==> src/rtl/ethernet_phy_manager.sv <==
// Autonomous PHY bring-up and link supervisor in front of ethernet_mac2phy, with a
// small software register port that is served only between link polls or in error.
module ethernet_phy_manager #(
    parameter int          POLL_CYCLES = 50000,
    parameter int          MAX_POLLS   = 1000,
    parameter logic [15:0] ADVERTISE   = 16'h01E1
) (
    input  logic        clk_i,
    input  logic        rst_i,
    output logic [4:0]  address_o,
    output logic        write_o,
    output logic        read_o,
    output logic [15:0] data_o,
    input  logic [15:0] data_i,
    input  logic        done_i,
    input  logic [4:0]  ext_address_i,
    input  logic [15:0] ext_data_i,
    input  logic        ext_write_i,
    input  logic        ext_read_i,
    output logic [15:0] ext_data_o,
    output logic        ext_done_o,
    output logic        link_o,
    output logic        speed_o,
    output logic        duplex_o,
    output logic        error_o
);
    localparam int DLY_W  = $clog2(POLL_CYCLES + 1);
    localparam int POLL_W = $clog2(MAX_POLLS + 1);
    localparam logic [DLY_W-1:0]  DLY_LAST  = DLY_W'(POLL_CYCLES - 1);
    localparam logic [POLL_W-1:0] POLL_LAST = POLL_W'(MAX_POLLS);

    typedef enum logic [3:0] {
        RST_WR, DLY_R, RST_RD, ANAR_WR, AN_WR, DLY_S,
        STAT_RD, LPA_RD, LINK_UP, LINK_RD, EXT, ERROR
    } state_t;

    state_t             state, state_next;
    logic               busy, busy_next;
    logic [DLY_W-1:0]   dly, dly_next;
    logic [POLL_W-1:0]  poll, poll_next, poll_inc;
    logic               ext_wr, ext_wr_next;
    logic [4:0]         address_next;
    logic [15:0]        data_next, ext_data_next;
    logic               write_next, read_next, ext_done_next;
    logic               link_next, speed_next, duplex_next, error_next;
    logic               acc_go, acc_wr, acc_done, ext_take;
    logic [4:0]         acc_addr;
    logic [15:0]        acc_data;
    logic [3:0]         common;

    // A request is not re-accepted in the cycle its completion pulse is out,
    // giving the requester that cycle to drop its level.
    assign ext_take = (ext_write_i | ext_read_i) & ~ext_done_o;
    assign poll_inc = poll + 1'b1;
    assign common   = data_i[8:5] & ADVERTISE[8:5];

    always_ff @(posedge clk_i) begin
        if (rst_i) begin
            state      <= RST_WR;
            busy       <= 1'b0;
            dly        <= '0;
            poll       <= '0;
            ext_wr     <= 1'b0;
            address_o  <= '0;
            write_o    <= 1'b0;
            read_o     <= 1'b0;
            data_o     <= '0;
            ext_data_o <= '0;
            ext_done_o <= 1'b0;
            link_o     <= 1'b0;
            speed_o    <= 1'b0;
            duplex_o   <= 1'b0;
            error_o    <= 1'b0;
        end else begin
            state      <= state_next;
            busy       <= busy_next;
            dly        <= dly_next;
            poll       <= poll_next;
            ext_wr     <= ext_wr_next;
            address_o  <= address_next;
            write_o    <= write_next;
            read_o     <= read_next;
            data_o     <= data_next;
            ext_data_o <= ext_data_next;
            ext_done_o <= ext_done_next;
            link_o     <= link_next;
            speed_o    <= speed_next;
            duplex_o   <= duplex_next;
            error_o    <= error_next;
        end
    end

    always_comb begin
        state_next    = state;
        busy_next     = busy;
        dly_next      = dly;
        poll_next     = poll;
        ext_wr_next   = ext_wr;
        address_next  = address_o;
        data_next     = data_o;
        write_next    = 1'b0;
        read_next     = 1'b0;
        ext_data_next = ext_data_o;
        ext_done_next = 1'b0;
        link_next     = link_o;
        speed_next    = speed_o;
        duplex_next   = duplex_o;
        error_next    = error_o;
        acc_go        = 1'b0;
        acc_wr        = 1'b0;
        acc_addr      = '0;
        acc_data      = '0;
        // busy is only ever set in access states, so a stray done_i elsewhere is dropped
        acc_done      = busy & done_i;

        case (state)
            RST_WR: begin
                acc_go = 1'b1; acc_wr = 1'b1; acc_data = 16'h8000;
                if (acc_done) state_next = DLY_R;
            end
            DLY_R, DLY_S: begin
                if (dly == DLY_LAST) begin
                    dly_next   = '0;
                    state_next = (state == DLY_R) ? RST_RD : STAT_RD;
                end else begin
                    dly_next = dly + 1'b1;
                end
            end
            RST_RD: begin
                acc_go = 1'b1;
                if (acc_done) begin
                    if (!data_i[15]) begin
                        state_next = ANAR_WR;
                    end else begin
                        poll_next  = poll_inc;
                        state_next = (poll_inc == POLL_LAST) ? ERROR : DLY_R;
                    end
                end
            end
            ANAR_WR: begin
                acc_go = 1'b1; acc_wr = 1'b1; acc_addr = 5'd4; acc_data = ADVERTISE;
                if (acc_done) state_next = AN_WR;
            end
            AN_WR: begin
                acc_go = 1'b1; acc_wr = 1'b1; acc_data = 16'h1200;
                if (acc_done) begin
                    poll_next  = '0;
                    state_next = DLY_S;
                end
            end
            STAT_RD: begin
                acc_go = 1'b1; acc_addr = 5'd1;
                if (acc_done) begin
                    if (data_i[5] && data_i[2]) begin
                        state_next = LPA_RD;
                    end else begin
                        poll_next  = poll_inc;
                        state_next = (poll_inc == POLL_LAST) ? ERROR : DLY_S;
                    end
                end
            end
            LPA_RD: begin
                acc_go = 1'b1; acc_addr = 5'd5;
                if (acc_done) begin
                    state_next = LINK_UP;
                    link_next  = 1'b1;
                    if (common[3])      begin speed_next = 1'b1; duplex_next = 1'b1; end
                    else if (common[2]) begin speed_next = 1'b1; duplex_next = 1'b0; end
                    else if (common[1]) begin speed_next = 1'b0; duplex_next = 1'b1; end
                    else if (common[0]) begin speed_next = 1'b0; duplex_next = 1'b0; end
                    else                state_next = ERROR;
                end
            end
            LINK_UP: begin
                if (ext_take) begin
                    state_next  = EXT;
                    ext_wr_next = ext_write_i;
                end else if (dly == DLY_LAST) begin
                    dly_next   = '0;
                    state_next = LINK_RD;
                end else begin
                    dly_next = dly + 1'b1;
                end
            end
            LINK_RD: begin
                acc_go = 1'b1; acc_addr = 5'd1;
                if (acc_done) begin
                    if (data_i[2]) begin
                        state_next = LINK_UP;
                    end else begin
                        link_next   = 1'b0;
                        speed_next  = 1'b0;
                        duplex_next = 1'b0;
                        poll_next   = '0;
                        state_next  = AN_WR;
                    end
                end
            end
            EXT: begin
                acc_go = 1'b1; acc_wr = ext_wr; acc_addr = ext_address_i; acc_data = ext_data_i;
                if (acc_done) begin
                    ext_done_next = 1'b1;
                    if (!ext_wr) ext_data_next = data_i;
                    state_next = error_o ? ERROR : LINK_UP;
                end
            end
            ERROR: begin
                if (ext_take) begin
                    state_next  = EXT;
                    ext_wr_next = ext_write_i;
                end
            end
            default: state_next = RST_WR;
        endcase

        // Single strobe per access; address/data stay registered until done_i.
        if (acc_go && !busy) begin
            busy_next    = 1'b1;
            write_next   = acc_wr;
            read_next    = ~acc_wr;
            address_next = acc_addr;
            data_next    = acc_data;
        end
        if (acc_go && acc_done) busy_next = 1'b0;

        if (state_next == ERROR) begin
            error_next = 1'b1;
            link_next  = 1'b0;
        end
    end
endmodule

==> config.mk <==
export PLATFORM = sky130hd
export DESIGN_NAME = ethernet_phy_manager
export DESIGN_NICKNAME = d
export VERILOG_FILES = /design/src/rtl/ethernet_phy_manager.sv
export SDC_FILE = /design/constraint.sdc
export NUM_CORES = 1
export LEC_CHECK = 0
export CAP_MARGIN = 5
export CORE_UTILIZATION = 46
export DETAILED_ROUTE_END_ITERATION = 16
export GPL_TIMING_DRIVEN = 0
export PLACE_DENSITY = 0.75
export SLEW_MARGIN = 15
export SYNTH_ARGS = -nofsm -noshare
export SYNTH_HDL_FRONTEND = slang
export SYNTH_SLANG_ARGS = --single-unit
==> constraint.sdc <==
create_clock -name clk_i -period 6.3 [get_ports clk_i]
set_input_delay 0.63 -clock clk_i [delete_from_list [all_inputs] [get_ports clk_i]]
set_output_delay 0.63 -clock clk_i [all_outputs]
set_load 0.01 [all_outputs]
==> metrics, run 1 <==
WL per Instance 14.5 µm; CTS tree done; row cnt 31; Max H-tree Level 3; Skew-Pair Late Insertion Delay approximately 0.35 ns; Post-CTS Hold Buffers 0; CTS Sinks 76; Critical Path AT about 2.7 ns; status complete, no violations; commonest non-fill, non-tap cell in the layout clkdlybuf4s50_1; CP Launch Type flop; Filler Cell Count 647; Pre-Repair DR Iteration Count 5; Final Critical Period around 2.5 ns; clk_skew 0.00998 ns; Async SR Flop Fraction 0%; synthesized flop and latch total 76; count of boundary I/O pins 86; Setup CP Type flop to flop; CTS root buffer clkbuf_8; first-iteration detailed-routing DRC count about 230; antenna-violating nets left 0; GPL Wtd Cong between 0.9 and 1; total track usage 24.1%; Final nets 592; Post-Synthesis Cells roughly 450; EDFF count, synth 0; Seq/Total Area, Yosys a little over two fifths; synth unique cells 56; syn_nets roughly 500; gr ovfl total 0; commonest cells after routing, fill and taps aside clkdlybuf4s50_1 (84), dfxtp_1 (76), nand2_1 (70); Crit. End Element flop; first-pass GRT wire length approximately 16,000 µm; area of the core 0.00737 mm²; largest net degree at the start of global routing 14; HP Class flop to flop; clock buffer depth 2; total number of vias approximately 3,600; ant diodes 0; unrepaired setup endpoints after global routing false; synthesized area per cell between 7 and 8 µm²; initial antenna violation count 0; Synth Flop Type dfxtp_1; fmax between 400 and 500 MHz; post-cts resize count 0; Remaining DRCs 0; TritonCTS Buffers 9; CTS clk-pin slew, worst paths 0.08 ns; DP HPWL between 6000 and 7000 µm; number of global-route vias before repair between 3,000 and 4,000; Setup Viol. Count Final 0; Slew Viols, Final 0; final hold vios 0; Leak Pwr 1.62 nW; Slew @ Worst Pin 0.727 ns; proportion of layout cells with a drive suffix above 1 around 6%; Die W roughly 90 µm; pwr dens 205 mW/mm²; Port-buffer cells 84; # Max-Cap Violations 0; Setup Buffers After CTS 0; final setup TNS 0 ns; fin crit share 39.1%; final WL ~9400 µm; Die Ht about 90 µm; P&R area growth vs syn 32.3%; Data required, critical path 6.52 ns; Worst slew margin around half; cell area after synthesis about 0.0036 mm²; final worst slack around 3.8 ns; Yosys warnings 0; worst-path maximum fanout 10; peak supply drop roughly 0.11 mV; dpl ws 3.47 ns; Initial Utilization about half; Vias/cell 5.46; die area between 0.008 and 0.009 mm²
[metrics by stage]
stage	hold slack (ns)	utilization [%]	std cells	total power [mW]	cell area, µm²
after global routing	0.465	64.3	651	1.01	4740
after CTS	0.453	64.3	651	0.975	4740
final	0.451	64.3	651	0.969	4740
after global placement	0.438	61.7	635	0.609	4550
after detailed placement	0.442	61.7	635	0.610	4550
after floorplan	0.462	-	452	0.555	3580
[worst paths after layout]
kind                start           end  slack, ns  depth (start not counted)
max reg2reg      state[2]     data_o[8]       3.83                          8
min          address_o[1]  address_o[1]       0.45                          2
min reg2reg  address_o[1]  address_o[1]       0.45                          2
max              state[2]     data_o[8]       3.83                          8
[synthesized netlist by cell type (2+ instances only)]
cell	count	area, µm²
dfxtp_1	76	1520
nand2_1	70	263
a21oi_1	55	275
nor2_1	48	180
nand3_1	21	105
clkbuf_1	20	75.1
o21ai_0	18	90.1
nor3_1	15	75.1
xor2_1	11	96.3
a211oi_1	9	67.6
buf_2	8	40.0
or3_1	8	50.1
nand2b_1	6	37.5
nor2b_1	6	37.5
xnor2_1	6	52.6
and3_1	5	31.3
nand4_1	5	31.3
a31oi_1	4	25.0
and2_1	4	25.0
nand3b_1	4	30.0
nor4_1	4	25.0
ha_1	3	37.5
mux2i_1	3	30.0
nand4b_1	3	26.3
nor4b_1	3	26.3
a21o_1	2	15.0
a22oi_1	2	15.0
and4_1	2	17.5
nor4bb_1	2	20.0
o211ai_1	2	15.0
o21ai_1	2	10.0
[worst max-delay path, cell delays in order (launching register included)]
cell,delay [ns]
dfxtp_1,0.31
buf_2,0.16
nand2b_1,0.21
nor3b_1,0.62
or3_1,0.26
nand2b_1,0.14
clkbuf_1,0.27
a211oi_1,0.30
nor3_1,0.07
[area by class of cell]
class                      instances  area, µm²  area share, %
inverter                           1       3.75         0.0792
clock inverter                     5       61.3           1.29
buffer                            30        134           2.83
timing repair buffer              84        841           17.7
multi-input combinational        345       1920           40.6
tap                               99        124           2.61
sequential                        76       1520           32.1
clock buffer                      11        131           2.77
[power by group]
group / total (mW) / switching, mW / internal [mW]
clock network: 0.370 / 0.186 / 0.185
logic: 0.105 / 0.0541 / 0.0508
registers: 0.494 / 0.00547 / 0.489
total: 0.969 / 0.245 / 0.724
[state kept, by name, summed over array words and instances, names as in the netlist]
| signal | count |
|---|---|
| ext_data_o | 16 |
| ext_done_o | 1 |
| link_o | 1 |
| busy | 1 |
| error_o | 1 |
| dly | 16 |
| speed_o | 1 |
| ext_wr | 1 |
| write_o | 1 |
| state | 4 |
| data_o | 16 |
| duplex_o | 1 |
| read_o | 1 |
| poll | 10 |
| address_o | 5 |
[metal layers]
metal  up-vias  part of all wire [%]  global-route usage (%)  wire length, µm
li1       1773                     -                       -                -
met1      1623                    46                    31.1             4320
met2       134                    46                    40.1             4360
met3        26                   5.9                    4.06              554
met4         0                   2.0                    9.41              185
met5         -                     0                       0                0
[cell families after synthesis]
kind of cell	Yosys count	share of synthesized area (%)
flip-flops	76	42.5
AND/OR/NAND/NOR	216	29.8
multiplexers	4	1.15
buffers and inverters	31	3.84
XOR/XNOR	17	4.16
AO/OA/AOI/OAI	105	17.5
adder cells (fa/ha/maj)	3	1.05
Note: power is estimated with default switching activity, not from simulation.
==> inputs of run 2 (changes only) <==
Clock period 6.3 ns to 2.5 ns, I/O delays scaled along.
==> run 2 against run 1 <==
Effect of this change: clock-buffer cell count stayed put; power grew to 2.5 times the previous value; fmax is 6.1% higher; largest cell class unchanged; critical path type unchanged; combinational power grew to 2.5 times the previous value; clock skew hardly changed; setup slack worse by 3.7 ns; utilization is 0.17 points higher; flip-flop and latch count stayed put; global-route usage stayed put.
==> metrics, run 2 (same netlist as run 1, synthesis figures left out) <==
TritonCTS Buffers 9 (unchanged); fin crit share 93.0% (+54 points); number of global-route vias before repair 3,419 (unchanged); die area 0.00814 mm² (unchanged); Pre-Repair DR Iteration Count 6 (+1); pwr dens 514 mW/mm² (+150%); WL per Instance 14.5 µm (+0.34%); Slew Viols, Final 0 (unchanged); Worst slew margin 52.0% (+0.86 points); final hold vios 0 (unchanged); CTS clk-pin slew, worst paths 0.08 ns (about the same); gr ovfl total 0 (unchanged); clk_skew 0.0103 ns (+0.000277 ns); Slew @ Worst Pin 0.714 ns (-0.0128 ns); ant diodes 0 (unchanged); Worst path max stage delay 0.56 ns (-0.06 ns); Crit. End Element flop; Critical Path Slowest Stage Cell or4_4; first-pass GRT wire length 16,200 µm (unchanged); Critical Path AT 2.56 ns (-0.12 ns); final setup TNS 0 ns (unchanged); area of the core 0.00737 mm² (unchanged); top flop regs data_o (16), dly (16), ext_data_o (16); crit-path cells ha_1 > and2_2 > o21ai_1 > a32oi_1 > or4_4 > o211a_1 > o31a_1; design area 0.00475 mm² (+0.26%); Setup Viol. Count Final 0 (unchanged); CTS tree done; # Max-Cap Violations 0 (unchanged); Leak Pwr 1.62 nW (about the same); CP Launch Type flop; row cnt 31 (unchanged); proportion of layout cells with a drive suffix above 1 6.70% (+0.54 points); antenna-violating nets left 0 (unchanged); Setup Buffers After CTS 0 (unchanged); largest net degree at the start of global routing 14 (unchanged); Port-buffer cells 84 (unchanged); CTS Sinks 76 (unchanged); Setup CP Type flop to flop; commonest cells after routing, fill and taps aside clkdlybuf4s50_1 (84), dfxtp_1 (76), nand2_1 (70); DP Area 0.00455 mm² (unchanged); Max H-tree Level 3 (unchanged); Final Critical Period 2.32 ns (-0.141 ns); unrepaired setup endpoints after global routing false; total track usage 24.1% (unchanged); clock buffer depth 2 (unchanged); fmax 430 MHz (+6.1%); Die Ht 90.2 µm (unchanged); Data required, critical path 2.73 ns (-3.79 ns); total number of vias 3,557 (+0.028%); DP HPWL 6840 µm (unchanged); Skew-Pair Late Insertion Delay 0.35 ns (about the same); count of boundary I/O pins 86 (unchanged); initial antenna violation count 0 (unchanged); commonest non-fill, non-tap cell in the layout clkdlybuf4s50_1; final WL 9450 µm (+0.34%); GPL Wtd Cong 0.912 (unchanged); Initial Utilization 48.6% (unchanged); FF-to-FF setup slack 0.18 ns (-3.66 ns); Vias/cell 5.46 (about the same); Remaining DRCs 0 (unchanged); Final nets 592 (unchanged); CTS root buffer clkbuf_8; first-iteration detailed-routing DRC count 249 (+11%); HP Class primary input to flop; Die W 90.2 µm (unchanged); worst-path maximum fanout 6 (-4); peak supply drop 0.273 mV (+150%); status complete, no violations; P&R area growth vs syn 32.7%
[run 2: cell counts in the layout (fill, tap and decap cells not counted)]
No cell type changed its count.
[run 2: cell type report]
type                       instances  area [µm²]
timing repair buffer              84         841
inverter                           1        3.75
clock inverter                     5        61.3
clock buffer                      11         131
multi-input combinational        345        1930
sequential                        76        1520
buffer                            30         134
fill                             647        2620
tap                               99         124
[run 2: final timing paths]
kind             endpoint  cells after the start          from
min reg2reg  address_o[1]                      2  address_o[1]
max                link_o                      7       poll[0]
max reg2reg        link_o                      7       poll[0]
min               error_o                      2         rst_i
[run 2: metal layers]
| layer | part of all wire (%) | wire [µm] | GRT usage [%] |
|---|---|---|---|
| met5 | 0 | 0 | 0 |
| met4 | 1.9 | 182 | 9.41 |
| met3 | 6.3 | 591 | 4.06 |
| met2 | 46 | 4370 | 40.1 |
| met1 | 46 | 4310 | 31.1 |
[run 2: where the power goes]
group / internal, mW / switching, mW
sequential: 1.23 / 0.0137
clock: 0.465 / 0.468
combinational: 0.128 / 0.138
[run 2: what timing repair did]
| item | in CTS | in global routing |
|---|---|---|
| endpoints found under the hold margin | 0 | 0 |
| hold buffers | 0 | 0 |
| gates resized for setup | 0 | 3 |
| endpoints found under the setup margin | 0 | 27 |
[run 2: critical path: cells and delay by family, from the launching register on]
family                   cells  cell delay (ns)
adder cells (fa/ha/maj)      1             0.26
AND/OR/NAND/NOR              2             0.80
flip-flops                   1             0.36
AO/OA/AOI/OAI                4             0.78
[run 2: through the flow]
stage	setup WS (ns)	util [%]	total power [mW]	cells	hold WS (ns)
6_report	0.175	64.5	2.44	651	0.222
5_1_grt	0.000420	64.5	2.54	651	0.241
4_1_cts	0.0682	64.3	2.46	651	0.212
3_5_place_dp	0.0473	61.7	1.54	635	0.442
3_3_place_gp	0.0732	61.7	1.53	635	0.438
2_1_floorplan	0.318	-	1.40	452	0.386
